==> config.mk <==
export PLATFORM = sky130hd
export DESIGN_NAME = microstore_sequencer_flat
export DESIGN_NICKNAME = d
export VERILOG_FILES = /design/src/rtl/mseq_pkg.sv /design/src/rtl/mseq_if.sv /design/src/rtl/mseq_return_stack.sv /design/src/rtl/microstore_sequencer.sv /design/src/flat_wrapper.sv
export SDC_FILE = /design/constraint.sdc
export NUM_CORES = 1
export LEC_CHECK = 0
export BUFFER_PORTS_ARGS = -buffer_cell sky130_fd_sc_hd__clkbuf_2
export CORE_ASPECT_RATIO = 1.75
export CORE_MARGIN = 5
export CORE_UTILIZATION = 40
export DETAILED_ROUTE_END_ITERATION = 10
export HOLD_SLACK_MARGIN = 0.02
export PLACE_DENSITY = 0.56
export RECOVER_POWER = 100
export SLEW_MARGIN = 20
export SYNTH_ARGS = -nofsm -noshare
export SYNTH_HDL_FRONTEND = slang
export SYNTH_HIERARCHICAL = 1
export SYNTH_SLANG_ARGS = --single-unit
==> constraint.sdc <==
create_clock -name Clk -period 4.3 [get_ports Clk]
set_clock_uncertainty 0.15 [all_clocks]
set_input_delay 0.215 -clock Clk [delete_from_list [all_inputs] [get_ports Clk]]
set_output_delay 0.215 -clock Clk [all_outputs]
set_load 0.01 [all_outputs]
==> src/rtl/mseq_pkg.sv <==
// Shared encodings for the microstore next-state sequencer.
// NS_* selects the next-state operation, STS_* selects the status bit under test.
package mseq_pkg;

    typedef enum logic [2:0] {
        NS_INC   = 3'd0,
        NS_JMP   = 3'd1,
        NS_DISP  = 3'd2,
        NS_BR    = 3'd3,
        NS_CALL  = 3'd4,
        NS_RET   = 3'd5,
        NS_WAIT  = 3'd6,
        NS_FETCH = 3'd7
    } ns_op_e;

    typedef enum logic [1:0] {
        STS_COND = 2'd0,
        STS_MOC  = 2'd1,
        STS_TRAP = 2'd2,
        STS_ONE  = 2'd3
    } sts_sel_e;

endpackage

==> src/rtl/mseq_if.sv <==
// Control-pipeline fields and status inputs into the sequencer, plus its outputs.
// The sequencer sits on the slave side; the pipeline/status source is the master.
interface mseq_if #(
    parameter int STATE_W = 8
) ();
    logic [2:0]         NS_select;
    logic               Inv;
    logic               CT_select;
    logic [1:0]         Sts_select;
    logic [STATE_W-1:0] Pl7;
    logic [STATE_W-1:0] Enc_state;
    logic               Cond;
    logic               MOC;
    logic               Trap_req;
    logic [STATE_W-1:0] State;
    logic               Stall;
    logic               Stk_err;
    logic               Wait_tmo;

    modport slave (
        input  NS_select, Inv, CT_select, Sts_select, Pl7, Enc_state,
        input  Cond, MOC, Trap_req,
        output State, Stall, Stk_err, Wait_tmo
    );

    modport master (
        output NS_select, Inv, CT_select, Sts_select, Pl7, Enc_state,
        output Cond, MOC, Trap_req,
        input  State, Stall, Stk_err, Wait_tmo
    );
endinterface

==> src/rtl/mseq_return_stack.sv <==
// LIFO of micro-call return addresses. Pushes on full and pops on empty are
// ignored here; the caller decides how those are reported.
module mseq_return_stack #(
    parameter int STACK_DEPTH = 4,
    parameter int STATE_W     = 8
) (
    input  logic               clk,
    input  logic               rst_n,
    input  logic               push,
    input  logic               pop,
    input  logic [STATE_W-1:0] din,
    output logic [STATE_W-1:0] dout,
    output logic               full,
    output logic               empty
);
    localparam int SP_W  = $clog2(STACK_DEPTH + 1);
    // Storage rounded up to a power of two so sp indexes it without width games.
    localparam int MEM_N = 1 << SP_W;

    logic [SP_W-1:0]    sp_q, sp_d, top_idx;
    logic [STATE_W-1:0] mem_q [MEM_N];
    logic [STATE_W-1:0] mem_d [MEM_N];

    assign full    = (sp_q == SP_W'(STACK_DEPTH));
    assign empty   = (sp_q == '0);
    assign top_idx = sp_q - SP_W'(1);
    assign dout    = mem_q[top_idx];

    always_comb begin
        sp_d  = sp_q;
        mem_d = mem_q;
        if (push && !full) begin
            mem_d[sp_q] = din;
            sp_d        = sp_q + SP_W'(1);
        end else if (pop && !empty) begin
            sp_d = sp_q - SP_W'(1);
        end
    end

    always_ff @(posedge clk or negedge rst_n) begin
        if (!rst_n) sp_q <= '0;
        else        sp_q <= sp_d;
    end

    // Contents are don't-care after reset, so the array carries no reset.
    always_ff @(posedge clk) begin
        mem_q <= mem_d;
    end
endmodule

==> src/rtl/microstore_sequencer.sv <==
// Microstore next-state sequencer: State register, condition mux, wait timer, error flags.
// Optional feature: define MSEQ_TRAP_EN to divert DISP to TRAP_STATE when Trap_req is set.
module microstore_sequencer
    import mseq_pkg::*;
#(
    parameter int STATE_W     = 8,
    parameter int RESET_STATE = 0,
    parameter int FETCH_STATE = 1,
    parameter int TRAP_STATE  = 2,
    parameter int STACK_DEPTH = 4,
    parameter int WAIT_MAX    = 16
) (
    input logic   Clk,
    input logic   Rst_n,
    mseq_if.slave bus
);
    localparam int WC_W = $clog2(WAIT_MAX);

    logic [STATE_W-1:0] state_q, state_d, inc, push_din, stk_dout;
    logic [WC_W-1:0]    wait_cnt_q, wait_cnt_d;
    logic               stk_err_q, stk_err_d, wait_tmo_q, wait_tmo_d;
    logic               push, pop, stk_full, stk_empty;
    logic               trap_eff, c, stall;
    logic [3:0]         sts;

`ifdef MSEQ_TRAP_EN
    assign trap_eff = bus.Trap_req;
`else
    logic unused_trap_req;
    assign unused_trap_req = bus.Trap_req;
    assign trap_eff        = 1'b0;
`endif

    assign sts = {1'b1, trap_eff, bus.MOC, bus.Cond};
    assign c   = (bus.CT_select ? sts[bus.Sts_select] : 1'b1) ^ bus.Inv;
    assign inc = state_q + STATE_W'(1);

    always_comb begin
        state_d    = state_q;
        wait_cnt_d = '0;
        stk_err_d  = stk_err_q;
        wait_tmo_d = wait_tmo_q;
        push       = 1'b0;
        pop        = 1'b0;
        push_din   = inc;
        stall      = 1'b0;
        case (ns_op_e'(bus.NS_select))
            NS_INC:  state_d = inc;
            NS_JMP:  state_d = bus.Pl7;
            NS_DISP: begin
                if (trap_eff) begin
                    state_d  = STATE_W'(TRAP_STATE);
                    push_din = bus.Enc_state;
                    if (stk_full) stk_err_d = 1'b1;
                    else          push      = 1'b1;
                end else begin
                    state_d = bus.Enc_state;
                end
            end
            NS_BR:   state_d = c ? bus.Pl7 : inc;
            NS_CALL: begin
                state_d = bus.Pl7;
                if (stk_full) stk_err_d = 1'b1;
                else          push      = 1'b1;
            end
            NS_RET: begin
                if (stk_empty) begin
                    state_d   = STATE_W'(FETCH_STATE);
                    stk_err_d = 1'b1;
                end else begin
                    state_d = stk_dout;
                    pop     = 1'b1;
                end
            end
            NS_WAIT: begin
                if (c) begin
                    state_d = inc;
                end else begin
                    stall = 1'b1;
                    // The WAIT_MAX-th consecutive stalled cycle gives up and recovers to fetch.
                    if (wait_cnt_q == WC_W'(WAIT_MAX - 1)) begin
                        state_d    = STATE_W'(FETCH_STATE);
                        wait_tmo_d = 1'b1;
                    end else begin
                        wait_cnt_d = wait_cnt_q + WC_W'(1);
                    end
                end
            end
            NS_FETCH: state_d = STATE_W'(FETCH_STATE);
            default:  state_d = inc;
        endcase
    end

    always_ff @(posedge Clk or negedge Rst_n) begin
        if (!Rst_n) begin
            state_q    <= STATE_W'(RESET_STATE);
            wait_cnt_q <= '0;
            stk_err_q  <= 1'b0;
            wait_tmo_q <= 1'b0;
        end else begin
            state_q    <= state_d;
            wait_cnt_q <= wait_cnt_d;
            stk_err_q  <= stk_err_d;
            wait_tmo_q <= wait_tmo_d;
        end
    end

    mseq_return_stack #(
        .STACK_DEPTH (STACK_DEPTH),
        .STATE_W     (STATE_W)
    ) u_stack (
        .clk   (Clk),
        .rst_n (Rst_n),
        .push  (push),
        .pop   (pop),
        .din   (push_din),
        .dout  (stk_dout),
        .full  (stk_full),
        .empty (stk_empty)
    );

    assign bus.State    = state_q;
    assign bus.Stall    = stall;
    assign bus.Stk_err  = stk_err_q;
    assign bus.Wait_tmo = wait_tmo_q;
endmodule

==> src/flat_wrapper.sv <==
// flat-port wrapper written by rule: the top's interface ports become plain ports
module microstore_sequencer_flat import mseq_pkg::*;
#(
    parameter int STATE_W     = 8,
    parameter int RESET_STATE = 0,
    parameter int FETCH_STATE = 1,
    parameter int TRAP_STATE  = 2,
    parameter int STACK_DEPTH = 4,
    parameter int WAIT_MAX    = 16
)
  (Clk, Rst_n, bus_NS_select, bus_Inv, bus_CT_select, bus_Sts_select, bus_Pl7, bus_Enc_state, bus_Cond, bus_MOC, bus_Trap_req, bus_State, bus_Stall, bus_Stk_err, bus_Wait_tmo);
  mseq_if #(.STATE_W(STATE_W)) bus_i ();
  input logic Clk;
  input logic Rst_n;
  input wire logic [$bits(bus_i.NS_select)-1:0] bus_NS_select;
  input wire logic [$bits(bus_i.Inv)-1:0] bus_Inv;
  input wire logic [$bits(bus_i.CT_select)-1:0] bus_CT_select;
  input wire logic [$bits(bus_i.Sts_select)-1:0] bus_Sts_select;
  input wire logic [$bits(bus_i.Pl7)-1:0] bus_Pl7;
  input wire logic [$bits(bus_i.Enc_state)-1:0] bus_Enc_state;
  input wire logic [$bits(bus_i.Cond)-1:0] bus_Cond;
  input wire logic [$bits(bus_i.MOC)-1:0] bus_MOC;
  input wire logic [$bits(bus_i.Trap_req)-1:0] bus_Trap_req;
  output wire logic [$bits(bus_i.State)-1:0] bus_State;
  output wire logic [$bits(bus_i.Stall)-1:0] bus_Stall;
  output wire logic [$bits(bus_i.Stk_err)-1:0] bus_Stk_err;
  output wire logic [$bits(bus_i.Wait_tmo)-1:0] bus_Wait_tmo;
  assign bus_i.NS_select = bus_NS_select;
  assign bus_i.Inv = bus_Inv;
  assign bus_i.CT_select = bus_CT_select;
  assign bus_i.Sts_select = bus_Sts_select;
  assign bus_i.Pl7 = bus_Pl7;
  assign bus_i.Enc_state = bus_Enc_state;
  assign bus_i.Cond = bus_Cond;
  assign bus_i.MOC = bus_MOC;
  assign bus_i.Trap_req = bus_Trap_req;
  assign bus_State = bus_i.State;
  assign bus_Stall = bus_i.Stall;
  assign bus_Stk_err = bus_i.Stk_err;
  assign bus_Wait_tmo = bus_i.Wait_tmo;
  microstore_sequencer #(.STATE_W(STATE_W), .RESET_STATE(RESET_STATE), .FETCH_STATE(FETCH_STATE), .TRAP_STATE(TRAP_STATE), .STACK_DEPTH(STACK_DEPTH), .WAIT_MAX(WAIT_MAX)) u_core (.Clk(Clk), .Rst_n(Rst_n), .bus(bus_i));
endmodule
==> qor.txt <==
Seq pwr share = 39.7%
CTS root buffer = clkbuf_16
Post-synth EDFFs = 64
CP peak stage delay = 0.54 ns
Sum Neg Setup Slack = 0 ns
Number of vias per cell = 5.64
Vias in the first global route = 2,544
Net Sw Frac = 32.4%
Die W = 84.6 um
Routed Wire Length = 8580 um
Outcome = finished clean
TritonRoute pass-1 iters = 6
ANT nets after route = 0
PD cells = 586 nW/um^2
Leakage power = 1.60 nW
Largest family of logic cells by synthesized area = multiplexers
CP Cell Sequence = inv_1 > ha_1 > buf_4 > mux4_2 > mux2_2 > o31ai_1 > o21ai_0 > a221oi_1 > o211ai_1 > a22o_1
Mapped Cells = 270
Layout net count = 351
Final Hold Fails = 0
IO buf count = 37
Core area = 9530 sq um
Post-layout util = 47.1%
DRC = 0
Combinational power share = 33.0%
Post-CTS setup buffers = 0
Max IR drop VDD = 0.270 mV
Synth Flop Type = edfxtp_1
Standard-cell rows = 47
Slowest cell on the critical path = dfrtp_1
Die H = 141 um
Hold path startpoint = bus_Pl7[1]
Pre-CTS WS = 1.08 ns
Worst EP required = 4.37 ns
Slew Limit Fails = 0
Critical path buffer and inverter count = 2
Post-synth ARST share = 21.0%
Largest net degree at the start of global routing = 23
Compound-cell area share of the yosys netlist = 10.0%
Die ar. = 11,900 sq um
H-tree depth = 3
FF-to-FF Start = u_core/u_stack/sp_q[1]
Max Cap Violations = 0
CTS resizes = 0
Sequential-to-total area share from yosys stat = 60.2%
Maximum clock frequency = 0.308 GHz
Largest delay share family, worst path = compound AO/OA/AOI/OAI gates
Synthesized flop and latch total = 81
Initial antenna violation count = 0
RSZ-0062 raised after global routing = no
Wire length of the first global-routing pass = 13,500 um
Initial Util = 40.9%
DP HPWL = 6370 um
Synth cell types = 55
Worst hold path type = in -> reg
Clock Pin Slew Worst Setup and Hold Paths = 0.06 ns
Biggest fanout along the worst timing path = 15
Endpoints failing setup = 0
Worst Slack Setup Final = 1.05 ns
Synthesized area = 3900 sq um
Internal power = 0.00178 W
Period Utilization, post-route = 75.6%
Fin cells = 445
Synth Area in Simple Gates = 9.24%
Commonest non-fill, non-tap cells in the layout = edfxtp_1, clkbuf_2, nor2_1, clkbuf_1, dfrtp_1
Power share of the clock group = 27.3%
# IOs = 39
Mean post-synth cell area = 14.4 sq um
Yosys warns = 6
Clk sinks = 81
Kind of critical path = reg -> reg
GRT Util Overall = 15.2%
DP Cell Count = 427
CTS Buffer Depth = 2
Post-synthesis mux area share = 12.9%
Minimum clock period = 3.25 ns
Most common cell after layout, fill and taps aside = edfxtp_1
CTS buffer count = 9
CTS tree = done
Routed len/inst = 19.3 um
Synth Area in XOR/XNOR = 3.37%
Slew @ Worst Pin = 1.03 ns
Hold-fix buffers, CTS = 2
Startpoint types = flop
Vias = 2,509
CP startpoint = u_core/u_stack/sp_q[1]
Sw Pwr = 0.000851 W
Diodes inserted = 0
Post-synthesis adder-cell area fraction = 1.86%
Critical Path End Type = flop
RePlAce Congestion = 0.801
Fraction of layout cells with a size suffix above 1 = 21.7%
Area Overhead vs Synth = 15.0%
Post-Syn Nets = 303
Rel. slew slack = 31.3%
Critical Path AT = 3.32 ns
Later-pin clock latency in the skew report = 0.33 ns
DR iter-0 viols = 200
Total gr overflow = 0
cells in the mapped netlist, types with 4 or more instances:
cell      number  share of area [%]
ha_1           5                1.6
xnor2_1        5                1.1
nor2b_1        6               0.96
nor3_1        10                1.3
nand3_1        8                1.0
o21ai_0        9                1.2
a21oi_1        7               0.90
nand2b_1       6               0.96
xor2_1         5                1.1
mux2_4         4                1.5
nand2_1       10               0.96
dfrtp_1       17                 11
edfxtp_1      64                 49
buf_2          4               0.51
a222oi_1       4                1.0
nor2_1        20                1.9
mux4_2        14                8.1
mux2_2         4                1.2
inv_1         10               0.96
a22oi_1        4               0.77
layout make-up:
class	count	area, sq um
clock buffer	9	225
clock inverter	7	61.3
fill	876	5040
inverter	10	37.5
multi-input combinational	168	1430
sequential	81	2350
tap	122	153
timing repair buffer	48	234
metrics by stage:
stage	hold WS, ns	total power, W	area, sq um
2_1_floorplan	-0.231	0.00176	3900
3_3_place_gp	0.0525	0.00198	4250
3_5_place_dp	0.0500	0.00199	4250
4_1_cts	0.0247	0.00272	4550
5_1_grt	0.0546	0.00278	4480
6_report	0.0418	0.00263	4480
registers in the layout, indices dropped and copies added, names as in the netlist:
| signal | flops |
|---|---|
| u_core/wait_cnt_q | 4 |
| u_core/bus.Stk_err | 1 |
| u_core/bus.Wait_tmo | 1 |
| u_core/u_stack/mem_q | 64 |
| u_core/bus.State | 8 |
| u_core/u_stack/sp_q | 3 |
kinds of logic (layout without fill, tap and decap cells):
group	Yosys count	after routing
AOI/OAI and AO/OA	52	52
xor gates and xnor gates	12	12
adders and majority gates	6	6
buffers and inverters	21	74
DFF	81	81
muxes	27	27
and+or+nand+nor	71	71
power by group through the flow:
stage	logic, W	registers, W	clock network, W
floorplan	0.000715	0.00104	0
global placement	0.000918	0.00106	0
detailed placement	0.000930	0.00106	0
CTS	0.000936	0.00104	0.000742
global route	0.000949	0.00105	0.000783
finish	0.000866	0.00104	0.000718
path summary, 6_finish.rpt:
check / end / cells past startpoint / slack (ns)
max: u_core/bus.State[0] / 10 / 1.05
min reg2reg: u_core/wait_cnt_q[0] / 1 / 0.33
min in group asynchronous: u_core/bus.State[1] / 2 / 0.42
min: u_core/bus.State[1] / 3 / 0.04
max in group asynchronous: u_core/bus.Wait_tmo / 2 / 2.96
max reg2reg: u_core/bus.State[0] / 10 / 1.05
worst min-delay path: cells and delay by family:
| kind | cells | cell delay, ns |
|---|---|---|
| compound gates | 1 | 0.09 |
| buf+inv | 1 | 0.11 |
| simple gates | 1 | 0.07 |
routing by layer:
| layer | vias to the layer above | share of wire, % | wire, um | global-route usage (%) |
|---|---|---|---|---|
| li1 | 1157 | - | - | - |
| met1 | 1225 | 37 | 3150 | 15.7 |
| met2 | 101 | 54 | 4620 | 26.8 |
| met3 | 26 | 5.2 | 447 | 3.68 |
| met4 | 0 | 4.3 | 370 | 10.1 |
| met5 | - | 0 | 0 | 0 |
Power figures use the tool's default switching activity.
